--- src/rtl/jtvigil_scrpl.sv ---
// jtvigil_scrpl: scroll-plane pixel fetcher.
// Adds the horizontal scroll to the pixel counter, prefetches the next ROM word
// through a cs/ok handshake and serialises the packed pixels, with optional flip.
// Optional vertical scroll input is enabled with JTVIGIL_SCR_VSCROLL_EN.
module jtvigil_scrpl #(
  parameter  int PW    = 4,
  parameter  int DW    = 32,
  parameter  int SW    = 11,
  parameter  int TW    = 9,
  parameter  int VW    = 8,
  parameter  int ALIGN = 2,
  localparam int PPW   = DW / PW,
  localparam int WB    = $clog2(PPW),
  localparam int AW    = (SW - TW) + VW + (TW - WB) + ALIGN
) (
  input  logic          clk,
  input  logic          rst,
  input  logic          pxl_cen,
  input  logic          flip,
  input  logic [8:0]    h,
  input  logic [8:0]    v,
  input  logic [SW-1:0] scrpos,
`ifdef JTVIGIL_SCR_VSCROLL_EN
  input  logic [VW-1:0] vscr,
`endif
  output logic [AW-1:0] rom_addr,
  output logic          rom_cs,
  input  logic          rom_ok,
  input  logic [DW-1:0] rom_data,
  output logic          miss,
  output logic [PW-1:0] pxl
);

  typedef enum logic [1:0] {IDLE, SETTLE, WAIT, DONE} state_t;

  state_t        r_st, w_st_nxt;
  logic [SW-1:0] r_hsum;
  logic [WB-1:0] r_kidx;
  logic [DW-1:0] r_buf, r_shift;
  logic          r_valid, r_miss;
  logic [PW-1:0] r_pxl;
  logic [AW-1:0] r_addr;

  logic          w_tick, w_issue, w_take;
  logic [SW-1:0] w_hpos, w_hnext;
  logic [VW-1:0] w_vrow;
  logic [AW-1:0] w_addr;
  logic [WB-1:0] w_k;
  logic [PW-1:0] w_pix;
  logic [PW-1:0] w_cand [PPW];
  logic          w_unused;

  assign w_unused = ^v;

  assign w_tick  = pxl_cen && (r_hsum[WB-1:0] == '0);
  // IDLE is only reachable through reset, so any pxl_cen there starts fetching
  assign w_issue = w_tick || (pxl_cen && (r_st == IDLE));
  // data arriving on the same clock as a new request belongs to the old word
  assign w_take  = (r_st == WAIT) && rom_ok && !w_issue;

  assign w_hpos  = SW'(h) + scrpos;
  assign w_hnext = r_hsum + SW'(PPW);
`ifdef JTVIGIL_SCR_VSCROLL_EN
  assign w_vrow  = v[VW-1:0] + vscr;
`else
  assign w_vrow  = v[VW-1:0];
`endif
  assign w_addr  = AW'({w_hnext[SW-1:TW], w_vrow, w_hnext[TW-1:WB]}) << ALIGN;

  // pixel k takes plane j from bit 2j (even k) or 2j+1 (odd k) of group k/2
  for (genvar k = 0; k < PPW; k++) begin : g_pix
    for (genvar j = 0; j < PW; j++) begin : g_plane
      assign w_cand[k][j] = r_shift[(k / 2) * 2 * PW + 2 * j + (k % 2)];
    end
  end

  assign w_k   = flip ? ~r_kidx : r_kidx;
  assign w_pix = w_cand[w_k];

  assign rom_addr = r_addr;
  assign miss     = r_miss;
  assign pxl      = r_pxl;

  // fetch FSM state register
  always_ff @(posedge clk) begin
    if (rst) r_st <= IDLE;
    else     r_st <= w_st_nxt;
  end

  // fetch FSM next state and request strobe
  always_comb begin
    w_st_nxt = r_st;
    rom_cs   = (r_st == SETTLE) || (r_st == WAIT);
    if (w_issue) begin
      w_st_nxt = SETTLE;
    end else begin
      case (r_st)
        SETTLE:  w_st_nxt = WAIT;
        WAIT:    if (rom_ok) w_st_nxt = DONE;
        default: w_st_nxt = r_st;
      endcase
    end
  end

  // scroll position, word buffer, pixel output and miss flag
  always_ff @(posedge clk) begin
    if (rst) begin
      r_hsum  <= '0;
      r_kidx  <= '0;
      r_buf   <= '0;
      r_shift <= '0;
      r_valid <= 1'b0;
      r_miss  <= 1'b0;
      r_pxl   <= '0;
      r_addr  <= '0;
    end else begin
      if (pxl_cen) begin
        r_hsum <= w_hpos;
        r_kidx <= r_hsum[WB-1:0];
        r_miss <= w_tick && !r_valid;
        r_pxl  <= w_pix;
      end
      if (w_issue) r_addr <= w_addr;
      if (w_tick) begin
        r_shift <= r_valid ? r_buf : '0;
        r_valid <= 1'b0;
      end else if (w_take) begin
        r_buf   <= rom_data;
        r_valid <= 1'b1;
      end
    end
  end

endmodule

--- config.mk ---
export PLATFORM = sky130hd
export DESIGN_NAME = jtvigil_scrpl
export DESIGN_NICKNAME = d
export VERILOG_FILES = /design/src/rtl/jtvigil_scrpl.sv
export SDC_FILE = /design/constraint.sdc
export NUM_CORES = 1
export LEC_CHECK = 0
export ABC_AREA = 1
export CAP_MARGIN = 15
export CORE_ASPECT_RATIO = 0.6
export CORE_MARGIN = 5
export CORE_UTILIZATION = 47
export CTS_CLUSTER_SIZE = 8
export DETAILED_ROUTE_END_ITERATION = 7
export GPL_TIMING_DRIVEN = 1
export PLACE_DENSITY = 0.78
export RECOVER_POWER = 100
export SLEW_MARGIN = 30
export SYNTH_ARGS = -nofsm -noshare
export SYNTH_HDL_FRONTEND = slang
export SYNTH_SLANG_ARGS = --single-unit
--- constraint.sdc ---
create_clock -name clk -period 1.6 [get_ports clk]
set_clock_uncertainty 0.15 [all_clocks]
set_input_delay 0.32 -clock clk [delete_from_list [all_inputs] [get_ports clk]]
set_output_delay 0.32 -clock clk [all_outputs]
set_load 0.005 [all_outputs]
==> results of run 1 <==
## sequential cells by signal, summed over array words and instances (netlist names)
| name | cells |
|---|---|
| pxl | 4 |
| miss | 1 |
| r_hsum | 11 |
| r_kidx | 3 |
| rom_addr | 16 |
| r_buf | 32 |
| r_st | 2 |
| r_shift | 32 |
| r_valid | 1 |
## cell usage in the layout (no fill, tap or decap), types with 6 or more instances in the layout
| cell | n |
|---|---|
| nor2_1 | 106 |
| dfxtp_1 | 100 |
| o21ai_0 | 90 |
| nand2_1 | 78 |
| inv_1 | 65 |
| clkdlybuf4s50_1 | 44 |
| nand3_1 | 39 |
| nand4_1 | 34 |
| dlygate4sd2_1 | 28 |
| buf_4 | 26 |
| nand2_2 | 12 |
| a21oi_1 | 11 |
| dlymetal6s2s_1 | 11 |
| clkbuf_16 | 9 |
| inv_2 | 8 |
| nor2_2 | 8 |
| ha_4 | 8 |
| nand3_2 | 7 |
| nand2_4 | 6 |
| buf_12 | 6 |
## logic make-up after synthesis
| kind of cell | count (synthesis) |
|---|---|
| other | 1 |
| adder cells (fa/ha/maj) | 14 |
| AND/OR/NAND/NOR | 296 |
| AO/OA/AOI/OAI | 117 |
| buffers and inverters | 114 |
| flip-flops | 102 |
| XOR/XNOR | 10 |
## metal layers
layer	vias up	GRT usage (%)	share of wire [%]
li1	2306	-	-
met1	2162	29.2	47
met2	227	31.1	42
met3	39	5.78	8.7
met4	0	7.23	2.4
met5	-	0	0
## timing repair
action,in CTS,in global routing
setup buffers,1,2
pin swaps,10,17
endpoints found under the setup margin,79,49
gates cloned,1,1
resized for setup,74,47
## power groups by stage
stage / clock [W] / combinational (W) / sequential, W
finish: 0.00198 / 0.00132 / 0.00276
global placement: 0 / 0.00119 / 0.00281
detailed placement: 0 / 0.00123 / 0.00281
CTS: 0.00201 / 0.00127 / 0.00276
floorplan: 0 / 0.000691 / 0.00280
global route: 0.00212 / 0.00144 / 0.00277
## layout make-up
type	count	area, sq um	area share (%)
multi-input combinational	441	2540	38.9
sequential	102	2040	31.4
timing repair buffer	123	1210	18.5
inverter	76	293	4.49
clock buffer	11	243	3.72
tap	135	169	2.59
clock inverter	4	23.8	0.365
## metrics by stage
step           setup TNS [ps]  power [W]  hold slack [ps]
3_5_place_dp           -33130    0.00404              317
3_3_place_gp           -30400    0.00399              316
2_1_floorplan               0    0.00349              298
6_report                    0    0.00606              259
5_1_grt                     0    0.00633              269
4_1_cts                     0    0.00604              329
## worst reg2reg max path: cells and delay by family (launching register included)
family / cells / cell delay, ps
compound gates: 1 / 110
buf+inv: 1 / 100
flops: 1 / 440
simple gates: 6 / 670
## how the worst max path moves through the flow
stage                              start                      to  slack, ps  cells after the start
floorplan                           h[0]  r_hsum[8]$_SDFFE_PP0P_          7                      9
global placement                    h[0]  r_hsum[8]$_SDFFE_PP0P_       -510                     10
detailed placement                  h[4]  r_hsum[7]$_SDFFE_PP0P_       -600                     10
CTS                            scrpos[2]  r_hsum[8]$_SDFFE_PP0P_          1                      9
global route        r_st[1]$_SDFFE_PP0P_                  rom_cs          2                      3
finish                              h[0]  r_hsum[6]$_SDFFE_PP0P_         50                     10
==> impl_results.md, run 1 <==
* Status: complete, no violations
* Most frequent cells after synthesis: nor2_1 (108), dfxtp_1 (102), o21ai_0 (92)
* Final wirelength at 13400 um
* Largest family of logic cells by synthesized area: simple AND/OR/NAND/NOR gates
* Max Freq at 644 MHz
* Sink Count at slightly above 100
* Syn Inst Count at around 650
* Cell Area, Synth at 0.00487 sq mm
* Post-DP HPWL at about 9100 um
* Cts bufs inserted at 9
* Peak supply drop at ~600 uV
* Switching Share at between 20% and 30%
* Placer Congestion at between 0.9 and 1
* Seq/Total Area, Yosys at around two fifths
* Worst path cell trace: clkbuf_2 > ha_2 > inv_2 > fa_2 > o21bai_4 > nand2_1 > nand3_2 > nand3_1 > nand2_1 > inv_1
* Critical path buffer and inverter count at 3
* Max H-tree Level at 3
* Max_cap viols at 0
* Die Ht at 88.8 um
* Router iterations before antenna repair at 5
* Finished Layout Cells at between 800 and 900
* Hold-fix buffers, CTS at 0
* Global-route wire length before repair at 21000 um
* Number of remaining DRC errors at 0
* Multiplexer share of the synthesized area at 0%
* CP Launch Type: input pin
* Crit Path Max Fanout at 3
* Adder-cell share of the synthesized area at 3.75%
* Pwr dens at 930 mW/mm^2
* Pre-CTS WS at -595 ps
* Max clock buf depth at 2
* Setup Crit Path Kind: input pin to flip-flop
* Compound-Gate Fraction of Synth Area at 12.6%
* CTS tree: done
* EDFF count, synth at 0
* Setup violations, final at 0
* Ranking of synthesized cells by area: dfxtp_1 (42%), o21ai_0 (9.5%), nor2_1 (8.3%)
* Clock power frac at 32.6%
* Ys flop type: dfxtp_1
* Critical path's largest stage delay at approximately 440 ps
* Internal reg-to-reg setup slack at approximately 70 ps
* Hold Crit Endpoint: r_hsum[0]$_SDFFE_PP0P_
* Overall routing resource usage at about a fifth
* Die W at around 140 um
* Hold Vio Cnt, Final at 0
* Design Area, Final at around 0.0065 sq mm
* Post-synth ARST share at 0%
* Tmin final at 1550 ps
* Starting Density at between 40% and 50%
* Arr. time, crit path at 1650 ps
* Critical Path End Type: flip-flop
* Leakage at a little under 3 nW
* Combinational cell fraction of total power at 21.8%
* Syn. warnings at 0
* Final ANT Viol Nets at 0
* Die ar. at about 0.013 sq mm
* Fin nets at 833
* Iter 0 DRT Violations at 368
* CP max stage cell: fa_2
* Dpl cell area at about 0.006 sq mm
* Hold_sp: scrpos[0]
* Cell family with most CP delay: adder cells
* Worst Hold Depth at 4
* WL per Instance at between 15 and 20 um
* IO buf count at between 80 and 90
* XOR/XNOR Fraction of Synth Area at 2.11%
* Io pins at 90
* Antenna violations before repair at 0
* Worst endpoint required time at approximately 1700 ps
* Overflow after GRT at 0
* Vias in the first global route at about 4400
* Final Max Tran Viols at 0
* Core region area at 0.00998 sq mm
* Share of power burned in registers at between 40% and 50%
* Seq cells post-synth at ~100
* Worst-Skew Late Latency at around 340 ps
* Worst reg2reg path startpoint: r_kidx[0]$_SDFFE_PP0P_
* Worst Slack Setup Final at ~46 ps
* Final period util at a little over nine tenths
* Rows at 28
* Reg clk slew, reported paths at 60 ps
* Share of post-route cells with drive strength above 1 at 16.9%
* Placed cell count at a little under 900
* Fillers at around 800
* Vias at ~4700
* End of the worst register-to-register path: pxl[0]$_SDFFE_PP0P_
* Antenna diode count at 0
* Synth top area share at 42.0%
* Distinct cell type count after synthesis at 36
* Clock Root Buffer: clkbuf_16
* HP Class: input pin to flip-flop
* Sw Pwr at approximately 0.0017 W
* CP dominant cell by count: nand2_1
* Post-synth top area cell: dfxtp_1
* Simple-gate share of the synthesized area at between 20 and 30%
* Post-Synthesis Mean Instance Area at between 7 and 8 sq um
* Top-count cell post-synth: nor2_1
* Utilization after layout at between 60 and 70%
* Synth-to-layout area growth at 33.9%
* Largest net degree at the start of global routing at 40
* RSZ-0062 raised after global routing: false
* P_int at between 0.004 and 0.005 W
* Via density at roughly 5.3
* R2r worst-path depth at 8
Note: power is estimated with default switching activity, not from simulation.
==> run 2: changes to the inputs <==
--- a/config.mk
+++ b/config.mk
@@ -8,13 +8,13 @@
 export ABC_AREA = 1
 export CAP_MARGIN = 15
 export CORE_ASPECT_RATIO = 0.6
-export CORE_MARGIN = 5
 export CORE_UTILIZATION = 47
 export CTS_CLUSTER_SIZE = 8
 export DETAILED_ROUTE_END_ITERATION = 7
 export GPL_TIMING_DRIVEN = 1
 export PLACE_DENSITY = 0.78
 export RECOVER_POWER = 100
+export SKIP_LAST_GASP = 1
 export SLEW_MARGIN = 30
 export SYNTH_ARGS = -nofsm -noshare
 export SYNTH_HDL_FRONTEND = slang
==> run 2 against run 1 <==
  * Wire length down 8.1%
  * Sequential share of layout area grew 0.65 points
  * Sequential power is essentially flat
  * Cell area fell by 2.0%
  * Critical path type is now flip-flop to primary output
  * Critical endpoint is now rom_cs
  * Largest power group unchanged
==> impl_results.md, run 2 (same netlist as run 1, synthesis figures left out) <==
* Status: complete, no violations (unchanged)
* WL met1 at 6190 um (was 6270 um)
* Cts bufs inserted at 9 (unchanged)
* Worst path cell trace: inv_1 > ha_4 > buf_2 (was clkbuf_2 > ha_2 > inv_2 > fa_2 > o21bai_4 > nand2_1 > nand3_2 > nand3_1 > nand2_1 > inv_1)
* R2r worst-path depth at 7 (was 8)
* Leakage at 2.87 nW (was 2.98 nW)
* Post-DP HPWL at 8450 um (was 9110 um)
* Share of post-route cells with drive strength above 1 at 15.0% (was 16.9%)
* Worst Hold Depth at 4 (unchanged)
* Hold Vio Cnt, Final at 0 (unchanged)
* Number of remaining DRC errors at 0 (unchanged)
* Setup Crit Path Kind: flip-flop to primary output (was input pin to flip-flop)
* Final TNS setup at 0 ps (unchanged)
* Tmin final at 1580 ps (was 1550 ps)
* Critical Path End Type: primary output (was flip-flop)
* Met3 WL post-DR at 877 um (was 1170 um)
* Worst-Skew Late Latency at 350 ps (was 340 ps)
* Slew margin rel. at a little over half
* IO buf count at 86 (unchanged)
* Vias in the first global route at 4083 (was 4370)
* Iter 0 DRT Violations at 348 (was 368)
* Vias at 4589 (was 4734)
* Clock Root Buffer: clkbuf_16 (unchanged)
* Metal2 WL at 5120 um (was 5630 um)
* Pre-CTS WS at -554 ps (was -595 ps)
* WL per Instance at 13.9 um (was 15.0 um)
* Arr. time, crit path at 1110 ps (was 1650 ps)
* Max Freq at 633 MHz (was 644 MHz)
* Largest net degree at the start of global routing at 39 (was 40)
* Reg clk slew, reported paths at 60 ps (about the same)
* Global-route wire length before repair at 19600 um (was 21000 um)
* Worst Tran Pin Value at approximately 700 ps
* Max H-tree Level at 3 (unchanged)
* Rows at 28 (unchanged)
* Final Max Tran Viols at 0 (unchanged)
* Final ANT Viol Nets at 0 (unchanged)
* Hold_sp: scrpos[0] (unchanged)
* Hold Crit Endpoint: r_hsum[0]$_SDFFE_PP0P_ (unchanged)
* CTS tree: done (unchanged)
* Final period util at 98.8% (was 97.1%)
* Overflow after GRT at 0 (unchanged)
* Core region area at 0.00995 sq mm (was 0.00998 sq mm)
* Synth-to-layout area growth at 31.2% (was 33.9%)
* Crit Path Max Fanout at 2 (was 3)
* Max_cap viols at 0 (unchanged)
* Die Ht at 80.8 um (was 88.8 um)
* Overall routing resource usage at 23.0% (was 20.8%)
* Internal reg-to-reg setup slack at 70 ps (about the same)
* Critical path's largest stage delay at 320 ps (was 440 ps)
* Setup violations, final at 0 (unchanged)
* Commonest cells after routing, fill and taps aside: nor2_1 (109), dfxtp_1 (100), o21ai_0 (91) (was nor2_1 (106), dfxtp_1 (100), o21ai_0 (90))
* Worst Slack Setup Final at 19.3 ps (was 46.1 ps)
* Placer Congestion at 0.845 (was 0.902)
* Worst reg2reg path startpoint: r_st[1]$_SDFFE_PP0P_ (was r_kidx[0]$_SDFFE_PP0P_)
* Top sig layer: met4 (unchanged)
* Most common cell after layout, fill and taps aside: nor2_1 (unchanged)
* Router iterations before antenna repair at 4 (was 5)
* Peak supply drop at 592 uV (was 602 uV)
* Multi-input gate area at 0.00247 sq mm (was 0.00254 sq mm)
* Fillers at 886 (was 794)
* HP Class: input pin to flip-flop (unchanged)
* Via density at 5.17 (was 5.31)
* End of the worst register-to-register path: r_buf[22]$_SDFFE_PP0P_ (was pxl[0]$_SDFFE_PP0P_)
* Fin nets at 828 (was 833)
* CP Launch Type: flip-flop (was input pin)
* Final Total Pwr at 0.00614 W (was 0.00606 W)
* Io pins at 90 (unchanged)
* Sink Count at 102 (unchanged)
* Die W at 133 um (was 141 um)
* Antenna diode count at 0 (unchanged)
* Max clock buf depth at 2 (unchanged)
* CP max stage cell: dfxtp_2 (was fa_2)
* Flip-flop and latch area at 0.00204 sq mm (unchanged)
* Final wirelength at 12300 um (was 13400 um)
* RSZ-0062 raised after global routing: true (was false)
* Pwr dens at 962 mW/mm^2 (was 930 mW/mm^2)
* Starting Density at 48.9% (was 48.7%)
* Worst endpoint required time at 1130 ps (was 1690 ps)
* Die ar. at 0.0108 sq mm (was 0.0126 sq mm)
* Antenna violations before repair at 0 (unchanged)
[run 2: cell count changes in the layout (fill, tap and decap cells not counted), moves of 3 or more]
cell	before	now
nand2_8	3	0
dlygate4sd2_1	28	35
buf_4	26	21
nor2_1	106	109
inv_2	8	5
dlymetal6s2s_1	11	3
clkinvlp_4	0	3
inv_1	65	68
[run 2: worst max-delay path by stage]
stage                    startpoint                     end  slack (ps)  depth (start not counted)
6_report       r_st[1]$_SDFFE_PP0P_                  rom_cs          20                          3
2_1_floorplan                  h[0]  r_hsum[8]$_SDFFE_PP0P_           7                          9
5_1_grt                        h[7]  r_hsum[8]$_SDFFE_PP0P_         -40                         11
4_1_cts        r_st[0]$_SDFFE_PP0P_                  rom_cs         -30                          3
3_3_place_gp                   h[0]  r_hsum[8]$_SDFFE_PP0P_        -520                         10
3_5_place_dp                   h[0]  r_hsum[6]$_SDFFE_PP0P_        -550                         10
[run 2: through the flow]
step                cell area [sq um]  instances  utilization [%]  hold slack (ps)
floorplan                        4880        655                -              298
global placement                 5940        870             59.7              315
detailed placement               5940        870             59.7              314
CTS                              6330        886             63.6              327
global route                     6380        888             64.2              249
finish                           6380        888             64.2              241
[run 2: repair_timing]
action	CTS	global route
hold buffers	0	0
resized for setup	74	23
gates cloned	0	2
setup buffers	0	0
endpoints found under the setup margin	44	48
pin swaps	15	9
endpoints found under the hold margin	0	0
[run 2: power by group]
group          internal, W  switching (W)
clock              0.00121       0.000931
combinational     0.000570       0.000674
sequential         0.00267      0.0000858
[run 2: routing by layer]
layer	up-vias	track usage [%]
met5	-	0
met4	0	6.36
met3	14	5.68
met2	148	33.8
met1	2123	33.3
li1	2304	-
[run 2: critical path: cells and delay by family, from the launching register on]
kind	cells	cell delay [ps]
buf+inv	2	180
fa+ha+maj	1	260
flops	1	320
[run 2: final cells by class]
cell class,count,area share (%)
Clock buffer,10,3.59
Multi-Input combinational cell,441,38.8
Tap cell,135,2.65
Clock inverter,6,0.980
Sequential cell,102,32.0
Inverter,76,4.59
Timing Repair Buffer,118,17.4
==> run 3: changes to the inputs <==
--- a/config.mk
+++ b/config.mk
@@ -7,7 +7,6 @@
 export LEC_CHECK = 0
 export ABC_AREA = 1
 export CAP_MARGIN = 15
-export CORE_ASPECT_RATIO = 0.6
 export CORE_UTILIZATION = 47
 export CTS_CLUSTER_SIZE = 8
 export DETAILED_ROUTE_END_ITERATION = 7
==> run 3 against run 2 <==
  * Non-clock buffer count up 14
  * Die area fell by 0.13%
  * First-iteration DRC count fell by 26%
  * Clock-buffer cell count up 2
  * Worst hold slack better by 91 ps
  * Cell count grew 1.0%
  * Largest power group unchanged
==> impl_results.md, run 3 (same netlist as run 1, synthesis figures left out) <==
* Status: complete, no violations (unchanged)
* Commonest cells after routing, fill and taps aside: dfxtp_1 (100), nor2_1 (88), nand2_1 (78) (was nor2_1 (109), dfxtp_1 (100), o21ai_0 (91))
* Critical path buffer and inverter count at 4 (was 2)
* Max_cap viols at 0 (unchanged)
* Peak supply drop at 390 uV (was 592 uV)
* Most common cell after layout, fill and taps aside: dfxtp_1 (was nor2_1)
* Final Max Tran Viols at 0 (unchanged)
* Io pins at 90 (unchanged)
* Met3 GRT Util at 3.96% (was 5.68%)
* Finished Layout Cells at 897 (was 888)
* Antenna violations before repair at 0 (unchanged)
* Max Freq at 628 MHz (was 633 MHz)
* Max H-tree Level at 3 (unchanged)
* Cell family with most CP delay: buffers and inverters (was flip-flops)
* Max clock buf depth at 2 (unchanged)
* Pwr dens at 872 mW/mm^2 (was 962 mW/mm^2)
* Utilization after layout at 65.6% (was 64.2%)
* Router iterations before antenna repair at 4 (unchanged)
* Critical path's largest stage delay at 480 ps (was 320 ps)
* Worst endpoint required time at 1700 ps (was 1130 ps)
* Placed cell count at 876 (was 870)
* Met2 Use GR at 38.7% (was 33.8%)
* Cts bufs inserted at 9 (unchanged)
* Dpl cell area at 0.00601 sq mm (was 0.00594 sq mm)
* Rows at 36 (was 28)
* Tmin final at 1590 ps (was 1580 ps)
* IO buf count at 86 (unchanged)
* WL per Instance at 13.3 um (was 13.9 um)
* RSZ-0062 raised after global routing: true (unchanged)
* Fin nets at 840 (was 828)
* Number of remaining DRC errors at 0 (unchanged)
* Largest net degree at the start of global routing at 45 (was 39)
* Final wirelength at 12000 um (was 12300 um)
* Share of post-route cells with drive strength above 1 at 19.2% (was 15.0%)
* Overall routing resource usage at 22.3% (was 23.0%)
* Reg clk slew, reported paths at 80 ps (was 60 ps)
* Most used routing layer: met2 (unchanged)
* R2r worst-path depth at 8 (was 7)
* Antenna diode count at 0 (unchanged)
* Placer Congestion at 0.895 (was 0.845)
* Synth-to-layout area growth at 33.7% (was 31.2%)
* Global-route wire length before repair at 19900 um (was 19600 um)
* Core region area at 0.00991 sq mm (was 0.00995 sq mm)
* Post-DP HPWL at 8280 um (was 8450 um)
* Critical Path End Type: flip-flop (was primary output)
* Design Area, Final at 0.00650 sq mm (was 0.00638 sq mm)
* Setup violations, final at 0 (unchanged)
* Leakage at 2.94 nW (was 2.87 nW)
* Hold_sp: r_shift[5]$_SDFFE_PP0P_ (was scrpos[0])
* Arr. time, crit path at 1690 ps (was 1110 ps)
* CP max stage cell: clkdlybuf4s50_1 (was dfxtp_2)
* Die ar. at 0.0108 sq mm (about the same)
* Final period util at 99.5% (was 98.8%)
* Sink Count at 102 (unchanged)
* Global routing met1 resource utilization at 27.8% (was 33.3%)
* Worst reg2reg path startpoint: r_st[1]$_SDFFE_PP0P_ (unchanged)
* Overflow after GRT at 0 (unchanged)
* Iter 0 DRT Violations at 259 (was 348)
* Die Ht at 104 um (was 80.8 um)
* HP Class: flip-flop to flip-flop (was input pin to flip-flop)
* Clock Root Buffer: clkbuf_8 (was clkbuf_16)
* Hold Crit Endpoint: r_shift[5]$_SDFFE_PP0P_ (was r_hsum[0]$_SDFFE_PP0P_)
* Die W at 104 um (was 133 um)
* Hold Vio Cnt, Final at 0 (unchanged)
* Internal reg-to-reg setup slack at 40 ps (was 70 ps)
* Worst-Skew Late Latency at 370 ps (was 350 ps)
* Worst Hold Depth at 2 (was 4)
* Final Total Pwr at 0.00567 W (was 0.00614 W)
* Starting Density at 49.1% (was 48.9%)
* Vias in the first global route at 4309 (was 4083)
* Setup Crit Path Kind: input pin to flip-flop (was flip-flop to primary output)
* WHS at 332 ps (was 241 ps)
* Worst path cell trace: clkdlybuf4s50_1 > buf_6 > inv_4 > nor2_8 > nand2_4 > nand2_4 > nor2_8 > buf_6 > o21ai_0 > nor2_1 (was inv_1 > ha_4 > buf_2)
* CTS tree: done (unchanged)
* Crit Path Max Fanout at 17 (was 2)
* Final ANT Viol Nets at 0 (unchanged)
* CP Launch Type: input pin (was flip-flop)
* Via density at 5.03 (was 5.17)
* Vias at 4511 (was 4589)
* End of the worst register-to-register path: r_buf[24]$_SDFFE_PP0P_ (was r_buf[22]$_SDFFE_PP0P_)
==> run 3: cell count changes in the layout (fill, tap and decap cells not counted), moves of 3 or more <==
cell,previous run,this run
nor2_1,109,88
o21ai_0,91,72
dlygate4sd2_1,35,32
clkbuf_8,0,10
buf_6,2,5
nand2_4,8,5
dlymetal6s2s_1,3,8
nor2_2,6,26
clkbuf_16,9,1
buf_4,21,35
o21ai_1,3,20
==> run 3: worst min-delay path, cell delays in order, from the launching register on <==
cell	delay (ps)
dfxtp_1	300
inv_1	60
o21ai_0	70
==> run 3: worst max path at each step <==
| stage | from | end | slack [ps] | cells past startpoint |
|---|---|---|---|---|
| finish | pxl_cen | r_buf[11]$_SDFFE_PP0P_ | 8 | 10 |
| global route | pxl_cen | r_buf[11]$_SDFFE_PP0P_ | -40 | 10 |
| CTS | r_st[1]$_SDFFE_PP0P_ | rom_cs | -60 | 3 |
| detailed placement | h[6] | r_hsum[9]$_SDFFE_PP0P_ | -580 | 9 |
| global placement | h[6] | r_hsum[9]$_SDFFE_PP0P_ | -550 | 9 |
| floorplan | h[0] | r_hsum[8]$_SDFFE_PP0P_ | 7 | 9 |
==> run 3: cell type report <==
class / instances / area (sq um)
clock buffers: 12 / 145
clock inverters: 3 / 45.0
fillers: 824 / 3400
inverters: 76 / 295
multi-input cells: 439 / 2530
flip-flops and latches: 102 / 2040
well taps: 133 / 166
repair buffers: 132 / 1280
==> run 3: per-stage QoR <==
stage	setup TNS [ps]	worst slack, ps
after floorplan	0	6.95
after global placement	-28000	-553
after detailed placement	-30340	-576
after CTS	-66.5	-63.5
after global routing	-574	-42.2
final	0	8.24
==> run 3: metal layers <==
layer	up-vias	share of wire (%)
met5	-	0
met4	0	2.1
met3	22	4.7
met2	134	50
met1	2039	43
li1	2316	-
==> run 3: report_power, final <==
group	total (W)	internal, W	switching (W)
Combinational	0.00132	0.000636	0.000684
Sequential	0.00275	0.00267	0.0000829
Clock	0.00160	0.000760	0.000837
==> run 3: timing repair <==
action / in CTS / in global routing
buffers inserted: 3 / 2
resized for setup: 78 / 64
cloned: 0 / 1
pin swaps: 8 / 12
endpoints found under the setup margin: 51 / 53
hold buffers: 0 / 0
endpoints found under the hold margin: 0 / 0
